--- src/rtl/pipe_stage_skid_pkg.sv ---
// Shared defines for the pipeline-stage slice: word/register widths and control-flag bit positions.
package pipe_stage_skid_pkg;

    localparam int unsigned WORD_LEN          = 32;
    localparam int unsigned REG_FILE_ADDR_LEN = 5;
    localparam int unsigned NUM_PAY_WORDS     = 3;
    localparam int unsigned FLAG_CNT          = 4;

    localparam int unsigned FLAG_WB_EN    = 0;
    localparam int unsigned FLAG_MEM_R_EN = 1;
    localparam int unsigned FLAG_MUL_EN   = 2;
    localparam int unsigned FLAG_COMP_EN  = 3;

endpackage

--- src/rtl/stage_entry_reg.sv ---
// One pipeline entry (flags, destination, payload) with load enable and async active-low clear.
module stage_entry_reg #(
    parameter int unsigned FLAG_W = 4,
    parameter int unsigned DEST_W = 5,
    parameter int unsigned PAY_W  = 96
) (
    input  logic              clk,
    input  logic              rst_n,
    input  logic              load_i,
    input  logic [FLAG_W-1:0] flags_i,
    input  logic [DEST_W-1:0] dest_i,
    input  logic [PAY_W-1:0]  data_i,
    output logic [FLAG_W-1:0] flags_o,
    output logic [DEST_W-1:0] dest_o,
    output logic [PAY_W-1:0]  data_o
);

    logic [FLAG_W-1:0] flags_q;
    logic [DEST_W-1:0] dest_q;
    logic [PAY_W-1:0]  data_q;

    always_ff @(posedge clk or negedge rst_n) begin
        if (!rst_n) begin
            flags_q <= '0;
            dest_q  <= '0;
            data_q  <= '0;
        end else if (load_i) begin
            flags_q <= flags_i;
            dest_q  <= dest_i;
            data_q  <= data_i;
        end
    end

    assign flags_o = flags_q;
    assign dest_o  = dest_q;
    assign data_o  = data_q;

endmodule

--- src/rtl/pipe_stage_skid.sv ---
// Two-entry skid-buffered pipeline stage: main register drives the outputs, skid register
// absorbs one extra entry so in_ready depends only on state and flush.
module pipe_stage_skid
    import pipe_stage_skid_pkg::*;
#(
    parameter int unsigned DATA_W  = WORD_LEN,
    parameter int unsigned NUM_PAY = NUM_PAY_WORDS,
    parameter int unsigned DEST_W  = REG_FILE_ADDR_LEN,
    parameter int unsigned FLAG_W  = FLAG_CNT
) (
    input  logic                      clk,
    input  logic                      rst,
    input  logic                      in_valid,
    output logic                      in_ready,
    input  logic [FLAG_W-1:0]         in_flags,
    input  logic [DEST_W-1:0]         in_dest,
    input  logic [NUM_PAY*DATA_W-1:0] in_data,
    input  logic                      flush,
    output logic                      out_valid,
    input  logic                      out_ready,
    output logic [FLAG_W-1:0]         out_flags,
    output logic [DEST_W-1:0]         out_dest,
    output logic [NUM_PAY*DATA_W-1:0] out_data,
    output logic [1:0]                occupancy
);

    localparam int unsigned PAY_W = NUM_PAY * DATA_W;

    typedef enum logic [1:0] {
        S_EMPTY = 2'd0,
        S_ONE   = 2'd1,
        S_FULL  = 2'd2
    } state_e;

    state_e state_q, state_d;

    logic push, pop;
    logic main_load, skid_load, main_from_skid;

    logic [FLAG_W-1:0] main_flags_d, main_flags_q, skid_flags_q;
    logic [DEST_W-1:0] main_dest_d,  main_dest_q,  skid_dest_q;
    logic [PAY_W-1:0]  main_data_d,  main_data_q,  skid_data_q;

    assign in_ready  = (state_q != S_FULL) & ~flush;
    assign out_valid = (state_q != S_EMPTY);
    assign push      = in_valid & in_ready;
    assign pop       = out_valid & out_ready;

    always_ff @(posedge clk or negedge rst) begin
        if (!rst) begin
            state_q <= S_EMPTY;
        end else begin
            state_q <= state_d;
        end
    end

    // flush only forces EMPTY; stale register contents are hidden by out_valid gating out_flags
    always_comb begin
        state_d        = state_q;
        main_load      = 1'b0;
        skid_load      = 1'b0;
        main_from_skid = 1'b0;
        if (flush) begin
            state_d = S_EMPTY;
        end else begin
            unique case (state_q)
                S_EMPTY: begin
                    if (push) begin
                        state_d   = S_ONE;
                        main_load = 1'b1;
                    end
                end
                S_ONE: begin
                    if (push && pop) begin
                        main_load = 1'b1;
                    end else if (push) begin
                        state_d   = S_FULL;
                        skid_load = 1'b1;
                    end else if (pop) begin
                        state_d = S_EMPTY;
                    end
                end
                S_FULL: begin
                    if (pop) begin
                        state_d        = S_ONE;
                        main_load      = 1'b1;
                        main_from_skid = 1'b1;
                    end
                end
                default: state_d = S_EMPTY;
            endcase
        end
    end

    always_comb begin
        occupancy = 2'd0;
        unique case (state_q)
            S_EMPTY: occupancy = 2'd0;
            S_ONE:   occupancy = 2'd1;
            S_FULL:  occupancy = 2'd2;
            default: occupancy = 2'd0;
        endcase
    end

    assign main_flags_d = main_from_skid ? skid_flags_q : in_flags;
    assign main_dest_d  = main_from_skid ? skid_dest_q  : in_dest;
    assign main_data_d  = main_from_skid ? skid_data_q  : in_data;

    stage_entry_reg #(
        .FLAG_W (FLAG_W),
        .DEST_W (DEST_W),
        .PAY_W  (PAY_W)
    ) u_main (
        .clk     (clk),
        .rst_n   (rst),
        .load_i  (main_load),
        .flags_i (main_flags_d),
        .dest_i  (main_dest_d),
        .data_i  (main_data_d),
        .flags_o (main_flags_q),
        .dest_o  (main_dest_q),
        .data_o  (main_data_q)
    );

    stage_entry_reg #(
        .FLAG_W (FLAG_W),
        .DEST_W (DEST_W),
        .PAY_W  (PAY_W)
    ) u_skid (
        .clk     (clk),
        .rst_n   (rst),
        .load_i  (skid_load),
        .flags_i (in_flags),
        .dest_i  (in_dest),
        .data_i  (in_data),
        .flags_o (skid_flags_q),
        .dest_o  (skid_dest_q),
        .data_o  (skid_data_q)
    );

    assign out_flags = out_valid ? main_flags_q : '0;
    assign out_dest  = main_dest_q;
    assign out_data  = main_data_q;

endmodule

--- config.mk ---
export PLATFORM = sky130hd
export DESIGN_NAME = pipe_stage_skid
export DESIGN_NICKNAME = d
export VERILOG_FILES = /design/src/rtl/pipe_stage_skid_pkg.sv /design/src/rtl/stage_entry_reg.sv /design/src/rtl/pipe_stage_skid.sv
export SDC_FILE = /design/constraint.sdc
export NUM_CORES = 1
export LEC_CHECK = 0
export CAP_MARGIN = 20
export CORE_ASPECT_RATIO = 1.25
export CORE_UTILIZATION = 35
export CTS_CLUSTER_SIZE = 12
export DETAILED_ROUTE_END_ITERATION = 12
export HOLD_SLACK_MARGIN = 0.06
export REMOVE_ABC_BUFFERS = 1
export SYNTH_ARGS = -nofsm -noshare
export SYNTH_HDL_FRONTEND = slang
export SYNTH_HIERARCHICAL = 1
export SYNTH_SLANG_ARGS = --single-unit
--- constraint.sdc ---
create_clock -name clk -period 2.2 [get_ports clk]
set_input_delay 0.44 -clock clk [delete_from_list [all_inputs] [get_ports clk]]
set_output_delay 0.44 -clock clk [all_outputs]
set_load 0.01 [all_outputs]
After elaboration in Yosys (flattened, before gate mapping)
Cells that the tools add are included.
{"block": "word_totals", "out_inout_bits": 109, "regBits": 212, "latchBits": 0, "romBits": 0, "wordCells": 44, "ramBits": 0, "in_bits": 110, "memories": 0}
{"block": "op_classes", "n_reduce_logical": 4, "n_mux": 22, "n_eq_ne": 7, "n_bitwise": 4, "multipliers": 0, "shifts": 0, "div_mod_pow": 0, "add_sub_neg": 0, "order_cmp": 0}
{"operator": "96-bit two-way mux", "n": 1}
{"operator": "2-bit two-way mux", "n": 6}
{"operator": "1-bit two-way mux", "n": 9}
{"operator": "3-bit inequality test (second input constant)", "n": 3}
{"operator": "4-bit two-way mux", "n": 2}
{"operator": "2-bit case mux with 3 select lines", "n": 1}
{"operator": "5-bit two-way mux", "n": 1}
{"operator": "4-bit inequality test (second input constant)", "n": 1}
{"operator": "2-bit case mux with 2 select lines", "n": 1}
{"operator": "4-bit AND reduction", "n": 1}
{"operator": "1-bit AND", "n": 3}
{"operator": "1-bit case mux with 3 select lines", "n": 1}
{"operator": "2-bit by 1-bit == test with 1-bit output (second input constant)", "n": 1}
{"operator": "2-bit == test (second input constant)", "n": 1}
{"operator": "2-bit zero test", "n": 1}
{"operator": "2-bit inequality test (second input constant)", "n": 1}
{"operator": "2-bit nonzero test", "n": 1}
{"operator": "1-bit logical AND", "n": 1}
{"operator": "1-bit NOT", "n": 1}

Longest topological paths before layout
{"block": "depth", "word_depth": 7, "ltp_mapped": 7, "mapped_depth_nobuf": 4}

Hierarchy
Netlist, hierarchy kept.
{"module": "stage_entry_reg", "area_each_um2": 4149.0, "instances": 2, "seq_area_each_um2": 2627.5, "cells_each": 222}
{"module": "pipe_stage_skid", "area_each_um2": 1712.9, "instances": 1, "seq_area_each_um2": 50.0, "cells_each": 139}

Worst setup path before layout
Ideal clock, no wire load.
{"block": "synth_timing", "kind": "reg-to-reg", "start": "reg state_q[1]", "end": "reg u_main.data_q[42], in the netlist u_main/data_o[42]", "n_path_buf": 3, "slack_ns": 0.380, "stages_incl_launch_ff": 8, "synth_period_minus_slack_ns": 1.820, "arrival_ns": 1.696, "required_ns": 2.075, "setup_ns": 0.125, "cell_sequence": "dfrtp_1 > nor2b_4 > and3b_1 > buf_6 > buf_12 > buf_12 > mux2_4 > mux2_2"}
{"block": "synth_via", "elab_cells_between_ends": 17, "cone_classes": "3 x eq/ne; 8 x mux; 3 x bitwise; 3 x reduce/logical"}
{"element": "from (decl)", "line": "pipe_stage_skid.sv:35", "text": "state_e state_q, state_d;"}
{"element": "from (signal assigned)", "line": "pipe_stage_skid.sv:53", "text": "state_q <= state_d;"}
{"element": "2-bit nonzero test", "line": "pipe_stage_skid.sv:45", "text": "assign out_valid = (state_q != S_EMPTY);"}
{"element": "1-bit AND", "line": "pipe_stage_skid.sv:47", "text": "assign pop = out_valid & out_ready;"}
{"element": "1-bit two-way mux", "line": "pipe_stage_skid.sv:84", "text": "if (pop) begin"}
{"element": "1-bit two-way mux (*)", "line": "pipe_stage_skid.sv:66", "text": "unique case (state_q)"}
{"element": "1-bit two-way mux (*)", "line": "pipe_stage_skid.sv:63", "text": "if (flush) begin"}
{"element": "96-bit two-way mux (*)", "line": "pipe_stage_skid.sv:107", "text": "assign main_data_d = main_from_skid ? skid_data_q : in_data;"}
{"element": "named net main_data_d[42]", "line": "pipe_stage_skid.sv:42", "text": "logic [PAY_W-1:0] main_data_d, main_data_q, skid_data_q;"}
{"element": "to (signal assigned)", "line": "stage_entry_reg.sv:30", "text": "data_q <= data_i;"}
{"element": "to (decl)", "line": "stage_entry_reg.sv:20", "text": "logic [PAY_W-1:0] data_q;"}
The timed path passes the listed nets; every way through them passes the cells marked *.
A chain may end at the register's enable or synchronous reset.

Worst setup path in the final report
{"block": "layout_timing", "start": "reg state_q[0]", "end": "out occupancy[0]"}
{"block": "layout_via", "elab_chain_cells": 2, "elab_cells_between_ends": 3, "cone_classes": "2 x eq/ne; 1 x mux"}
{"element": "2-bit == test or 2-bit by 1-bit == test with 1-bit output (tied branches)", "line": "pipe_stage_skid.sv:97", "text": "unique case (state_q)"}
{"element": "2-bit case mux with 2 select lines (*)", "line": "pipe_stage_skid.sv:97"}
{"element": "to (decl)", "line": "pipe_stage_skid.sv:24", "text": "output logic [1:0] occupancy"}
Mark *: on every way between the ends. The rest lies on a longest branch, timed or not.

==> run metrics <==
drt total wl=~21000 µm; Crit path arrival time=1710 ps; fmax=~0.47 GHz; Yosys warning count=6; All-Layer GR Usage=around 15%; clock sinks=roughly 210; sequential share of the synthesized area=~53%; Crit path required time=1760 ps; 1st-iter DRT viols=about 130; Syn Std Cell Area=~10000 µm²; Final Critical Period=approximately 2100 ps; DR vias=between 5000 and 6000; number of distinct library cells after synthesis=20; most common cell after layout, fill and taps aside=clkdlybuf4s50_1; cell type with the highest aggregate area in the netlist=dfrtp_1; Hold Crit Class=primary input to asynchronous set/reset pin; share of cells above drive strength 1=48.32%; Final period util=a little over nine tenths; synth top area cells=dfrtp_1 (53%), mux2_4 (22%), mux2_2 (19%); clock-pin slew on the worst setup and hold paths=about 60 ps; P&R area growth vs syn=36.10%; pin slew with the least headroom to its limit=around 500 ps; GRT Residual Overflow=0; relative slew slack=approximately two thirds; CTS tree=built; status=complete, no violations; Worst Clk Skew=about 6.3 ps; Worst-Skew Late Latency=510 ps; final core utilization=between 40% and 50%; IO Count=219; Net count, final=between 900 and 1000; die height=191.1 µm; largest net degree at the start of global routing=60; Setup CP Type=register to output port; most frequent cells in the layout=clkdlybuf4s50_1 (216), dfrtp_1 (210), mux2_2 (165); Post-DP Area=~13000 µm²; IO Port Bufs=about 220; GPL Wtd Cong=0.7392; wire length per cell=approximately 18 µm; Min Hold Slack=~470 ps; maxcap violations=0; clock buffer count from CTS=24; Final Instance Area=13620 µm²; P_leak=5.872 nW; n_diodes=0; VDD IR max=between 0.5 and 0.6 mV; Final Hold Fails=0; unrepaired setup endpoints after global routing=yes; via/cell ratio=roughly 4.7; drt drc=0; post-CTS setup buffers=0; Clock Path Buffers=3; first-pass GRT wire length=roughly 34000 µm; post-route ant nets=0; FP Rows=68; synthesized area per cell=17.17 µm²; vias in the first global route=6194; starting density of the core=~36%; post-synth top area share=roughly 53%; Setup TNS=0 ps; initial antenna violation count=0; Worst Setup End Kind=output port; Synth Instances=583; Worst Setup Start Kind=register; DIE AREA=about 29000 µm²; fin. max-slew vios=0; Final HPWL DP=~15000 µm; CP Max Fanout=5; Core ar.=27910 µm²; total power=between 10 and 15 mW; Cell Pwr Density=880.8 nW/µm²; Die X=approximately 150 µm; Final setup viols=0; CTS root buf=clkbuf_16; H-tree depth=1; synthesis-stage register bit count=between 200 and 250; DR pass1 iterations=4
-- logic make-up after synthesis --
logic type,Yosys count,synth area share [%]
AO/OA/AOI/OAI,3,0.1625
buffers and inverters,37,4.749
flip-flops,212,52.99
multiplexers,315,41.06
AND/OR/NAND/NOR,16,1.037
-- timing repair --
item,in CTS,in global routing
endpoints found under the setup margin,6,8
endpoints found under the hold margin,53,0
pin swaps,0,0
hold buffers,1,0
gates resized for setup,2,4
-- sequential cells by signal, indices dropped and copies added, names as in the netlist --
signal / flops
u_main/flags_o: 4
u_skid/flags_o: 4
u_main/data_o: 96
u_main/dest_o: 5
u_skid/dest_o: 5
u_skid/data_o: 96
state_q: 2
-- power breakdown --
part           leakage (nW)  internal, mW  switching, mW
clock network         0.401          2.42           1.58
logic                  2.92          1.89          0.829
registers              2.55          4.80          0.492
-- metal layers --
metal	vias to the layer above	GRT usage [%]	share of wire (%)
met1	2897	18.48	42
met3	28	3.673	6.3
met2	142	25.31	50
met4	0	3.652	1.6
met5	-	0	0
li1	2610	-	-
-- stage by stage --
step	instances	setup WS, ps
floorplan	547	-8899
global placement	1169	-117.4
detailed placement	1169	-119.9
CTS	1213	5.722
global route	1213	-3.863
finish	1213	53.87
-- cells in the mapped netlist --
cell type,instances
a21oi_1,2
nor2b_1,5
inv_1,1
buf_6,3
nor2_1,2
a31oi_1,1
nor2b_4,1
nand3b_1,2
buf_12,16
buf_2,10
mux2_4,150
nand2_1,1
or3_1,1
or2b_1,1
buf_4,5
nor3_1,2
and3b_1,1
mux2_2,165
dfrtp_1,212
buf_8,2
-- path summary, 6_finish.rpt --
path	from	to	slack [ps]	cells past startpoint
min in group clk	u_skid/data_o[17]	u_skid/data_o[17]	500	1
max in group asynchronous	rst	state_q[0]	1040	3
worst min register to register	u_skid/data_o[17]	u_skid/data_o[17]	500	1
worst max-delay path	state_q[0]	occupancy[0]	50	2
worst max register to register	state_q[1]	u_main/dest_o[0]	230	6
worst min-delay path	rst	u_main/data_o[52]	470	2
-- cell type report --
| class | instances | area (µm²) |
|---|---|---|
| flip-flops and latches | 212 | 5308 |
| inverters | 1 | 3.754 |
| clock buffers | 36 | 737.0 |
| clock inverters | 7 | 60.06 |
| fillers | 2450 | 14280 |
| multi-input cells | 334 | 4260 |
| well taps | 350 | 437.9 |
| repair buffers | 273 | 2818 |
-- critical path: stages (launching register included) --
cell,delay (ps)
dfrtp_2,430
nor2b_2,210
clkdlybuf4s50_1,560
(Power assumes the default switching activity.)
